<file path="src/rtl/div_pkg.sv">
// ---------------------------------------------------------------------------
// div_pkg
// Shared definitions for the runtime-configurable clock divider.
//   - DIV_CNT_W        : default width of the half-period counter and config
//   - DIV_DEFAULT_HALF : half-period (CLK_IN cycles) loaded at reset
//   - DIV_MIN_HALF     : smallest half-period the controller will accept
//   - state_e          : controller states
// ---------------------------------------------------------------------------
package div_pkg;

   localparam int DIV_CNT_W        = 24;
   localparam int DIV_DEFAULT_HALF = 100;
   localparam int DIV_MIN_HALF     = 1;

   // IDLE: output parked low, RUN: free running, PEND: new value waiting for
   // the next toggle boundary, STOP: finishing the high phase before parking.
   typedef enum logic [1:0] {
      IDLE = 2'd0,
      RUN  = 2'd1,
      PEND = 2'd2,
      STOP = 2'd3
   } state_e;

endpackage

</file>
<file path="src/rtl/div_counter_core.sv">
// ---------------------------------------------------------------------------
// div_counter_core
// Half-period counter, terminal-count compare, divided clock toggle and the
// rising-edge strobe. Also owns the active half-period register, which the
// controller rewrites through a synchronous load port.
// Ports:
//   clk_i       system clock (rising edge)
//   rst_ni      asynchronous active-low reset
//   clr_i       park: counter to 0, clock output low, no strobe
//   load_i      write load_val_i into the half-period register this edge
//   load_val_i  new half-period value
//   tc_o        counter is at the last cycle of the current half-period
//   clk_out_o   registered divided clock
//   tick_o      registered one-cycle strobe while clk_out_o has just risen
// ---------------------------------------------------------------------------
module div_counter_core
   import div_pkg::*;
#(
   parameter int CNT_W        = DIV_CNT_W,
   parameter int DEFAULT_HALF = DIV_DEFAULT_HALF
)(
   input  logic             clk_i,
   input  logic             rst_ni,
   input  logic             clr_i,
   input  logic             load_i,
   input  logic [CNT_W-1:0] load_val_i,
   output logic             tc_o,
   output logic             clk_out_o,
   output logic             tick_o
);

   localparam logic [CNT_W-1:0] ResetHalf = CNT_W'(DEFAULT_HALF);

   logic [CNT_W-1:0] cnt_q, cnt_d;
   logic [CNT_W-1:0] half_q, half_d;
   logic             clkOut_q, clkOut_d;
   logic             tick_q, tick_d;

   // The half-period register never holds less than one, so subtracting one
   // cannot wrap and the counter can never run past the compare value.
   assign tc_o      = (cnt_q == (half_q - CNT_W'(1)));
   assign clk_out_o = clkOut_q;
   assign tick_o    = tick_q;

   // Next-state for the counter datapath. Parking wins over counting so the
   // controller can stop the output low in any cycle. The strobe is computed
   // from the toggle itself so it lines up exactly with the 0->1 change.
   always_comb begin
      cnt_d    = cnt_q + CNT_W'(1);
      clkOut_d = clkOut_q;
      tick_d   = 1'b0;
      half_d   = half_q;
      if (load_i) begin
         half_d = load_val_i;
      end
      if (clr_i) begin
         cnt_d    = '0;
         clkOut_d = 1'b0;
      end else if (tc_o) begin
         cnt_d    = '0;
         clkOut_d = ~clkOut_q;
         tick_d   = ~clkOut_q;
      end
   end

   // State registers; reset parks the output low with the default period.
   always_ff @(posedge clk_i or negedge rst_ni) begin
      if (!rst_ni) begin
         cnt_q    <= '0;
         half_q   <= ResetHalf;
         clkOut_q <= 1'b0;
         tick_q   <= 1'b0;
      end else begin
         cnt_q    <= cnt_d;
         half_q   <= half_d;
         clkOut_q <= clkOut_d;
         tick_q   <= tick_d;
      end
   end

endmodule

</file>
<file path="src/rtl/clk_div_ctrl.sv">
// ---------------------------------------------------------------------------
// clk_div_ctrl
// Runtime-configurable clock divider controller. Runs the start/stop FSM,
// the half-period config handshake, the shadow register that defers new
// values to a toggle boundary, and the reject pulse for illegal values.
// Ports:
//   CLK_IN     system clock (rising edge)
//   RST_N      asynchronous active-low reset
//   EN         level-sensitive run request
//   CFG_VALID  new half-period offered
//   CFG_HALF   offered half-period in CLK_IN cycles
//   CFG_READY  a config can be accepted this cycle (IDLE or RUN)
//   CFG_ERR    one-cycle pulse after an offered value below MIN_HALF
//   CLK_OUT    registered divided clock, always parks low
//   TICK       one-cycle pulse in the cycle CLK_OUT becomes 1
//   RUNNING    controller is not idle
// ---------------------------------------------------------------------------
module clk_div_ctrl
   import div_pkg::*;
#(
   parameter int CNT_W        = DIV_CNT_W,
   parameter int DEFAULT_HALF = DIV_DEFAULT_HALF,
   parameter int MIN_HALF     = DIV_MIN_HALF
)(
   input  logic             CLK_IN,
   input  logic             RST_N,
   input  logic             EN,
   input  logic             CFG_VALID,
   input  logic [CNT_W-1:0] CFG_HALF,
   output logic             CFG_READY,
   output logic             CFG_ERR,
   output logic             CLK_OUT,
   output logic             TICK,
   output logic             RUNNING
);

   localparam logic [CNT_W-1:0] MinHalfC = CNT_W'(MIN_HALF);

   state_e           state_q, state_d;
   logic [CNT_W-1:0] shadow_q, shadow_d;
   logic             err_q, err_d;

   logic             accept;
   logic             cfgOk;
   logic             tc;
   logic             clkOut;
   logic             abortLow;
   logic             coreClr;
   logic             load;
   logic [CNT_W-1:0] loadVal;

   assign CFG_READY = (state_q == IDLE) || (state_q == RUN);
   assign RUNNING   = (state_q != IDLE);
   assign CFG_ERR   = err_q;
   assign CLK_OUT   = clkOut;
   assign accept    = CFG_VALID && CFG_READY;
   assign cfgOk     = accept && (CFG_HALF >= MinHalfC);
   assign coreClr   = (state_q == IDLE) || abortLow;

   // Controller FSM. New values reach the counter only when it is idle or at
   // a terminal count, so the output never shows a short phase. Dropping EN
   // while the output is low parks at once; while it is high the phase is
   // allowed to finish, and a high phase that ends on the EN=0 cycle parks
   // directly because the toggle itself brings the output low.
   always_comb begin
      state_d  = state_q;
      shadow_d = shadow_q;
      err_d    = accept && !cfgOk;
      load     = 1'b0;
      loadVal  = CFG_HALF;
      abortLow = 1'b0;
      case (state_q)
         IDLE: begin
            load = cfgOk;
            if (EN) begin
               state_d = RUN;
            end
         end
         RUN: begin
            if (!EN && !clkOut) begin
               abortLow = 1'b1;
               load     = cfgOk;
               state_d  = IDLE;
            end else if (cfgOk) begin
               shadow_d = CFG_HALF;
               state_d  = PEND;
            end else if (!EN) begin
               state_d = tc ? IDLE : STOP;
            end
         end
         PEND: begin
            if (tc) begin
               load    = 1'b1;
               loadVal = shadow_q;
               if (EN) begin
                  state_d = RUN;
               end else if (!clkOut) begin
                  state_d = STOP;
               end else begin
                  state_d = IDLE;
               end
            end else if (!EN && !clkOut) begin
               load     = 1'b1;
               loadVal  = shadow_q;
               abortLow = 1'b1;
               state_d  = IDLE;
            end
         end
         STOP: begin
            if (EN) begin
               state_d = RUN;
            end else if (tc) begin
               state_d = IDLE;
            end
         end
         default: state_d = IDLE;
      endcase
   end

   // Controller registers; reset discards any pending shadow value.
   always_ff @(posedge CLK_IN or negedge RST_N) begin
      if (!RST_N) begin
         state_q  <= IDLE;
         shadow_q <= '0;
         err_q    <= 1'b0;
      end else begin
         state_q  <= state_d;
         shadow_q <= shadow_d;
         err_q    <= err_d;
      end
   end

   div_counter_core #(
      .CNT_W        (CNT_W),
      .DEFAULT_HALF (DEFAULT_HALF)
   ) u_core (
      .clk_i      (CLK_IN),
      .rst_ni     (RST_N),
      .clr_i      (coreClr),
      .load_i     (load),
      .load_val_i (loadVal),
      .tc_o       (tc),
      .clk_out_o  (clkOut),
      .tick_o     (TICK)
   );

endmodule

</file>
<file path="config.mk">
export PLATFORM = sky130hd
export DESIGN_NAME = clk_div_ctrl
export DESIGN_NICKNAME = d
export VERILOG_FILES = /design/src/rtl/div_pkg.sv /design/src/rtl/div_counter_core.sv /design/src/rtl/clk_div_ctrl.sv
export SDC_FILE = /design/constraint.sdc
export NUM_CORES = 1
export LEC_CHECK = 0
export CAP_MARGIN = 20
export CORE_UTILIZATION = 45
export CTS_CLUSTER_DIAMETER = 120
export DETAILED_ROUTE_END_ITERATION = 10
export HOLD_SLACK_MARGIN = 0.1
export SYNTH_ARGS = -nofsm -noshare
export SYNTH_HDL_FRONTEND = slang
export SYNTH_SLANG_ARGS = --single-unit
</file>
<file path="constraint.sdc">
create_clock -name CLK_IN -period 7.7 [get_ports CLK_IN]
set_clock_uncertainty 0.1 [all_clocks]
set_input_delay 1.54 -clock CLK_IN [delete_from_list [all_inputs] [get_ports CLK_IN]]
set_output_delay 1.54 -clock CLK_IN [all_outputs]
set_load 0.02 [all_outputs]
</file>
==> results.py, run 1 <==
metrics = {
    "clock_network": {
        "clk_pin_slew_ps": 80,
        "cts_buffers": 9,
        "cts_tree": "yes",
        "cts_max_level": 3,
        "clk_latency_ps": 380,
        "clock_sinks": 77,
        "cts_root_buffer": "clkbuf_8",
        "cts_hold_buffers": 0,
        "ctsResizeCount": 0,
        "postCtsSetupBuffers": 0,
        "clock_path_buffers": 2,
    },
    "setup_path": {
        "slowest_stage": "o21ai_4",
        "critPathMaxFanout": 26,
        "cp_slowest_stage_delay_ps": 820,
        "startpoint_type": "primary input",
        "cp.arrival_ps": 5000,
        "critPathBufInv": 1,
        "critPathTopFamily": "compound AO/OA/AOI/OAI gates",
        "crit_path_end_kind": "flop",
        "worst-setup-path-type": "primary input to flop",
        "cp.required_ps": 7810,
        "path_cells": "clkdlybuf4s50_1 -> nor4_1 -> nand4_1 -> o21bai_1 -> or2_2 -> o21ai_0 -> o21ai_4 -> a221oi_1",
    },
    "sta": {
        "setup_violations": 0,
        "tightest_slew_ps": 975.5,
        "whs_ps": 422.4,
        "max_slew_margin": 0.3472,
        "slew_viol_final": 0,
        "timing.fmax_mhz": 204.5,
        "layout_setup_ws_ps": 2811,
        "fin_tns_setup_ps": 0,
        "rsz0062_at_grt": "false",
        "hold_viol_final": 0,
        "fin_crit_ps": 4889,
        "period_share": 0.6350,
    },
    "yosys": {
        "synthTopCellsByArea": "dfrtp_1 (37%), a221oi_2 (6.7%), nor4_2 (6.1%)",
        "synth_edf_count": 0,
        "synthesis.area_mm2": 0.004942,
        "synth_top_area_cell": "dfrtp_1",
        "yosysWarnings": 0,
        "synthCells": 481,
        "avgSynthCellArea_um2": 10.27,
        "synth_nets": 515,
        "ys_ff_latch": 77,
        "synth_top_area_frac": 0.3747,
        "postSynth.asyncResetShare": 1.000,
        "seq_area_frac_synth": 0.3906,
        "synth-main-ff-cell": "dfrtp_1",
        "synth_cell_types": 65,
    },
    "floorplan": {
        "dieArea_mm2": 0.01141,
        "io_pins": 33,
        "die_w_um": 106.8,
        "initial_core_util": 0.4703,
        "coreArea_mm2": 0.01051,
        "die_height_um": 106.8,
        "num_rows": 37,
    },
    "global_route": {
        "grt_max_degree": 78,
        "overflow": 0,
        "grt_pass1_wl_mm": 19.47,
        "grt_pass1_vias": 3658,
        "antenna_found_initial": 0,
        "track_usage": 0.2242,
    },
    "cells_and_area": {
        "n_antenna_cell": 0,
        "register_area_mm2": 0.001931,
        "drive_gt1_frac": 0.2163,
        "final_nets": 533,
        "n_fill_cell": 954,
        "area_growth_pct": 12.96,
        "multi_input_area_mm2": 0.002751,
    },
    "drt": {
        "vias": 3808,
        "drt_pre_antenna_iters": 5,
        "drc": 0,
        "wl_per_cell_um": 18.27,
        "drtAntennaViolNets": 0,
        "vias_per_cell": 5.950,
        "drtIter0Drc": 162,
        "totalWireLength_mm": 11.69,
    },
    "run": {
        "maxCapViolCount": 0,
    },
    "power_and_ir_drop": {
        "leakagePower_nw": 2.111,
        "peakVddDrop_v": 0.0002013,
        "power_mw": 1.972,
        "power_density_mw_per_mm2": 353.2,
    },
    "run_status": {
        "status": "complete, no violations",
    },
    "placed_design": {
        "dp_worst_setup_slack_ps": 2330,
        "numPortBuffers": 32,
        "dp_hpwl_mm": 8.262,
        "globalplace.congestion": 0.8534,
    },
    "worst_hold_path": {
        "hp-class": "flop to flop",
    },
}
-- registers in the layout, indices dropped and copies added (netlist names) --
signal	cells
shadow_q	24
u_core.cnt_q	24
u_core.half_q	24
state_q	2
CFG_ERR	1
u_core.clk_out_o	1
u_core.tick_o	1
-- logic make-up after synthesis --
kind of cell / after synthesis / synth area share
flip-flops: 77 / 0.3906
adder cells (fa/ha/maj): 6 / 0.01519
AO/OA/AOI/OAI: 73 / 0.1471
multiplexers: 25 / 0.05671
XOR/XNOR: 50 / 0.08861
buffers and inverters: 60 / 0.05316
AND/OR/NAND/NOR: 190 / 0.2486
-- through the flow --
stage / instance area [um^2] / utilization / std cells
final: 5583 / 0.5313 / 640
after global routing: 5583 / 0.5313 / 640
after CTS: 5555 / 0.5286 / 639
after detailed placement: 5345 / 0.5086 / 623
after global placement: 5298 / 0.5041 / 621
after floorplan: 4942 / - / 481
-- worst reg2reg max path, cell delays in order, from the launching register on --
cell and delay [ps]:
dfrtp_1 440, inv_1 100, ha_1 300, or3b_1 510, nor4_1 420, o211a_1 230
o22ai_1 160, nor4_2 510, nand3_2 290, nand2_1 640, nor2_1 120
-- report_power, final --
| part | total (mW) | switching (mW) | internal [mW] |
|---|---|---|---|
| Clock | 0.339 | 0.156 | 0.183 |
| Combinational | 0.897 | 0.489 | 0.409 |
| Sequential | 0.735 | 0.178 | 0.557 |
| Total | 1.97 | 0.824 | 1.15 |
-- cell usage after synthesis, types with 3 or more instances --
master	number
ha_1	6
xor2_1	22
buf_6	4
o211ai_1	3
nand2_1	15
inv_1	29
and3_1	13
o21ai_0	8
nand4_1	8
nor3_1	33
or3_1	5
nor4_2	24
a31oi_1	4
dfstp_2	3
or2_2	3
dfrtp_1	74
and4_1	4
clkbuf_1	20
buf_2	6
a221oi_1	4
mux2_2	24
xnor2_1	28
nor4_1	22
nand3_1	12
nand2b_1	3
nor2_1	32
a21oi_1	9
a221oi_2	22
-- final cells by class --
class,count,share of cell area
Multi-Input combinational cell,344,0.4928
Sequential cell,77,0.3458
Timing Repair Buffer,37,0.07306
Tap cell,136,0.03048
Clock buffer,12,0.02420
Inverter,30,0.02017
Clock inverter,4,0.01345
-- worst paths after layout --
check                                      start          endpoint  slack [ps]  depth (start not counted)
worst max-delay path                CFG_HALF[10]  u_core.half_q[1]        2810                          8
worst min-delay path                 shadow_q[2]       shadow_q[2]         420                          1
worst max register to register  u_core.half_q[0]   u_core.cnt_q[5]        3740                         10
worst min register to register       shadow_q[2]       shadow_q[2]         420                          1
max in group asynchronous                  RST_N  u_core.half_q[5]        5900                          2
min in group asynchronous                  RST_N  u_core.cnt_q[17]         980                          1
-- routing by layer --
metal | track usage | routed length (um) | vias up
li1 | - | - | 1839
met1 | 0.3051 | 5483 | 1866
met2 | 0.3475 | 5489 | 91
met3 | 0.06079 | 567 | 12
met4 | 0.06849 | 150 | 0
met5 | 0 | 0 | -
-- cells in the final DEF (no fill, tap or decap), types with 15 or more instances in the layout --
master / n
dfrtp_1: 74
nor3_1: 33
nor2_1: 32
clkdlybuf4s50_1: 31
inv_1: 29
xnor2_1: 28
nor4_2: 24
mux2_2: 24
nor4_1: 22
xor2_1: 22
a221oi_2: 22
nand2_1: 15
(Power assumes the default switching activity.)
==> inputs of run 2 (changes only) <==
- clock period: 7.7 -> 4.65 ns (I/O delays scaled with it)
==> results.py, run 2 (same netlist as run 1, synthesis figures left out) <==
metrics = {
    "drt": {
        "drc": 0,
        "vias": 3801,
        "wl_per_cell_um": 18.02,
        "drt_pre_antenna_iters": 4,
        "totalWireLength_mm": 11.55,
        "vias_per_cell": 5.930,
        "drtIter0Drc": 177,
        "drtAntennaViolNets": 0,
    },
    "power_and_ir_drop": {
        "p_sw_mw": 1.374,
        "leakagePower_nw": 2.113,
        "power_density_mw_per_mm2": 580.2,
        "internal-power_mw": 1.850,
        "switching_share": 0.4262,
        "pwr-share-comb": 0.456,
        "power_mw": 3.223,
        "peakVddDrop_v": 0.0002514,
        "power_frac_seq": 0.377,
        "clockPowerShare": 0.167,
    },
    "clock_network": {
        "cts_hold_buffers": 0,
        "ctsResizeCount": 0,
        "cts_root_buffer": "clkbuf_8",
        "clk_pin_slew_ps": 90,
        "clock_path_buffers": 2,
        "clock_sinks": 77,
        "postCtsSetupBuffers": 0,
        "clk_latency_ps": 360,
        "cts_buffers": 9,
        "cts_max_level": 3,
        "cts_tree": "yes",
    },
    "placed_design": {
        "dp_hpwl_mm": 8.096,
        "dp_worst_setup_slack_ps": 421.5,
        "globalplace.congestion": 0.8684,
        "dp.cells": 624,
        "numPortBuffers": 32,
    },
    "setup_path": {
        "path_cells": "inv_1 -> ha_1 -> or3b_1 -> nor4_1 -> nor3_1 -> o22ai_1 -> a211oi_2 -> and3_4 -> o21ai_2 -> buf_4 -> a221oi_2",
        "timing.rr.start": "u_core.half_q[0]",
        "cp.required_ps": 4750,
        "crit_path_end_kind": "flop",
        "worst-setup-path-type": "flop to flop",
        "cp.arrival_ps": 4260,
        "r2r-end": "u_core.half_q[7]",
        "slowest_stage": "o21ai_2",
        "reg2reg_depth": 11,
        "rrSetupSlack_ps": 500,
        "cp_slowest_stage_delay_ps": 810,
        "critPathTopFamily": "compound AO/OA/AOI/OAI gates",
        "critPathMaxFanout": 16,
        "startpoint_type": "flop",
        "critPathBufInv": 2,
    },
    "sta": {
        "rsz0062_at_grt": "false",
        "tightest_slew_ps": 1072,
        "layout_setup_ws_ps": 497.0,
        "period_share": 0.8931,
        "max_slew_margin": 0.2855,
        "fin_tns_setup_ps": 0,
        "slew_viol_final": 0,
        "timing.fmax_mhz": 240.8,
        "whs_ps": 364.0,
        "hold_viol_final": 0,
        "setup_violations": 0,
        "fin_crit_ps": 4153,
    },
    "floorplan": {
        "coreArea_mm2": 0.01051,
        "dieArea_mm2": 0.01141,
        "initial_core_util": 0.4703,
        "die_w_um": 106.8,
        "num_rows": 37,
        "die_height_um": 106.8,
        "io_pins": 33,
    },
    "global_route": {
        "overflow": 0,
        "antenna_found_initial": 0,
        "track_usage": 0.2202,
        "grt_pass1_vias": 3832,
        "grt_pass1_wl_mm": 19.61,
        "grt_max_degree": 78,
    },
    "cells_and_area": {
        "drive_gt1_frac": 0.2238,
        "final_nets": 534,
        "largestRegisters": "shadow_q (24), u_core.cnt_q (24), u_core.half_q (24)",
        "n_antenna_cell": 0,
        "fin_cells": 641,
        "layout_common_cells": "dfrtp_1 (74), nor3_1 (33), nor2_1 (32), clkdlybuf4s50_1 (31), inv_1 (29)",
        "area_growth_pct": 12.41,
        "final_common_cell": "dfrtp_1",
    },
    "worst_hold_path": {
        "hp-class": "primary input to async pin",
    },
    "run": {
        "maxCapViolCount": 0,
    },
    "run_status": {
        "status": "complete, no violations",
    },
}
run 2: cell types whose count changed in the layout (fill, tap and decap cells not counted):
cell	previous run	this run
buf_4	3	6
clkbuf_1	3	0
clkinv_4	0	2
clkinvlp_4	2	0
inv_6	0	2
buf_12	1	0
buf_16	2	1
bufinv_16	2	1
clkbuf_8	9	10
clkinv_2	0	1
run 2: layer usage:
metal,wire length (um),global-route usage
met5,0,0
met1,5400,0.3097
met2,5464,0.3452
met3,583,0.04012
met4,102,0.06556
run 2: worst max path at each step:
stage / start / endpoint / slack (ps) / cells past startpoint
after floorplan: u_core.half_q[0] / u_core.half_q[10] / 1550 / 12
after CTS: u_core.half_q[0] / u_core.half_q[7] / 510 / 11
after global routing: u_core.half_q[0] / u_core.half_q[7] / 220 / 11
after global placement: CFG_HALF[23] / u_core.half_q[1] / 470 / 8
after detailed placement: CFG_HALF[23] / u_core.half_q[1] / 420 / 8
final: u_core.half_q[0] / u_core.half_q[7] / 500 / 11
run 2: power by group through the flow:
stage | clock network [mW] | logic (mW) | registers, mW
2_1_floorplan | 0 | 1.25 | 1.10
3_3_place_gp | 0 | 1.44 | 1.22
3_5_place_dp | 0 | 1.47 | 1.22
4_1_cts | 0.554 | 1.47 | 1.21
5_1_grt | 0.579 | 1.62 | 1.25
6_report | 0.538 | 1.47 | 1.21
run 2: metrics by stage:
stage,util,cell area [um^2]
detailed placement,0.5063,5320
global route,0.5286,5555
finish,0.5286,5555
global placement,0.5063,5320
CTS,0.5260,5528
floorplan,-,4942
run 2: area by class of cell:
cell class / instances / area (um^2)
Fill cell: 942 / 4954
Multi-Input combinational cell: 344 / 2751
Sequential cell: 77 / 1931
Timing Repair Buffer: 38 / 382.9
Tap cell: 136 / 170.2
Clock buffer: 10 / 137.6
Inverter: 30 / 112.6
Clock inverter: 6 / 70.07
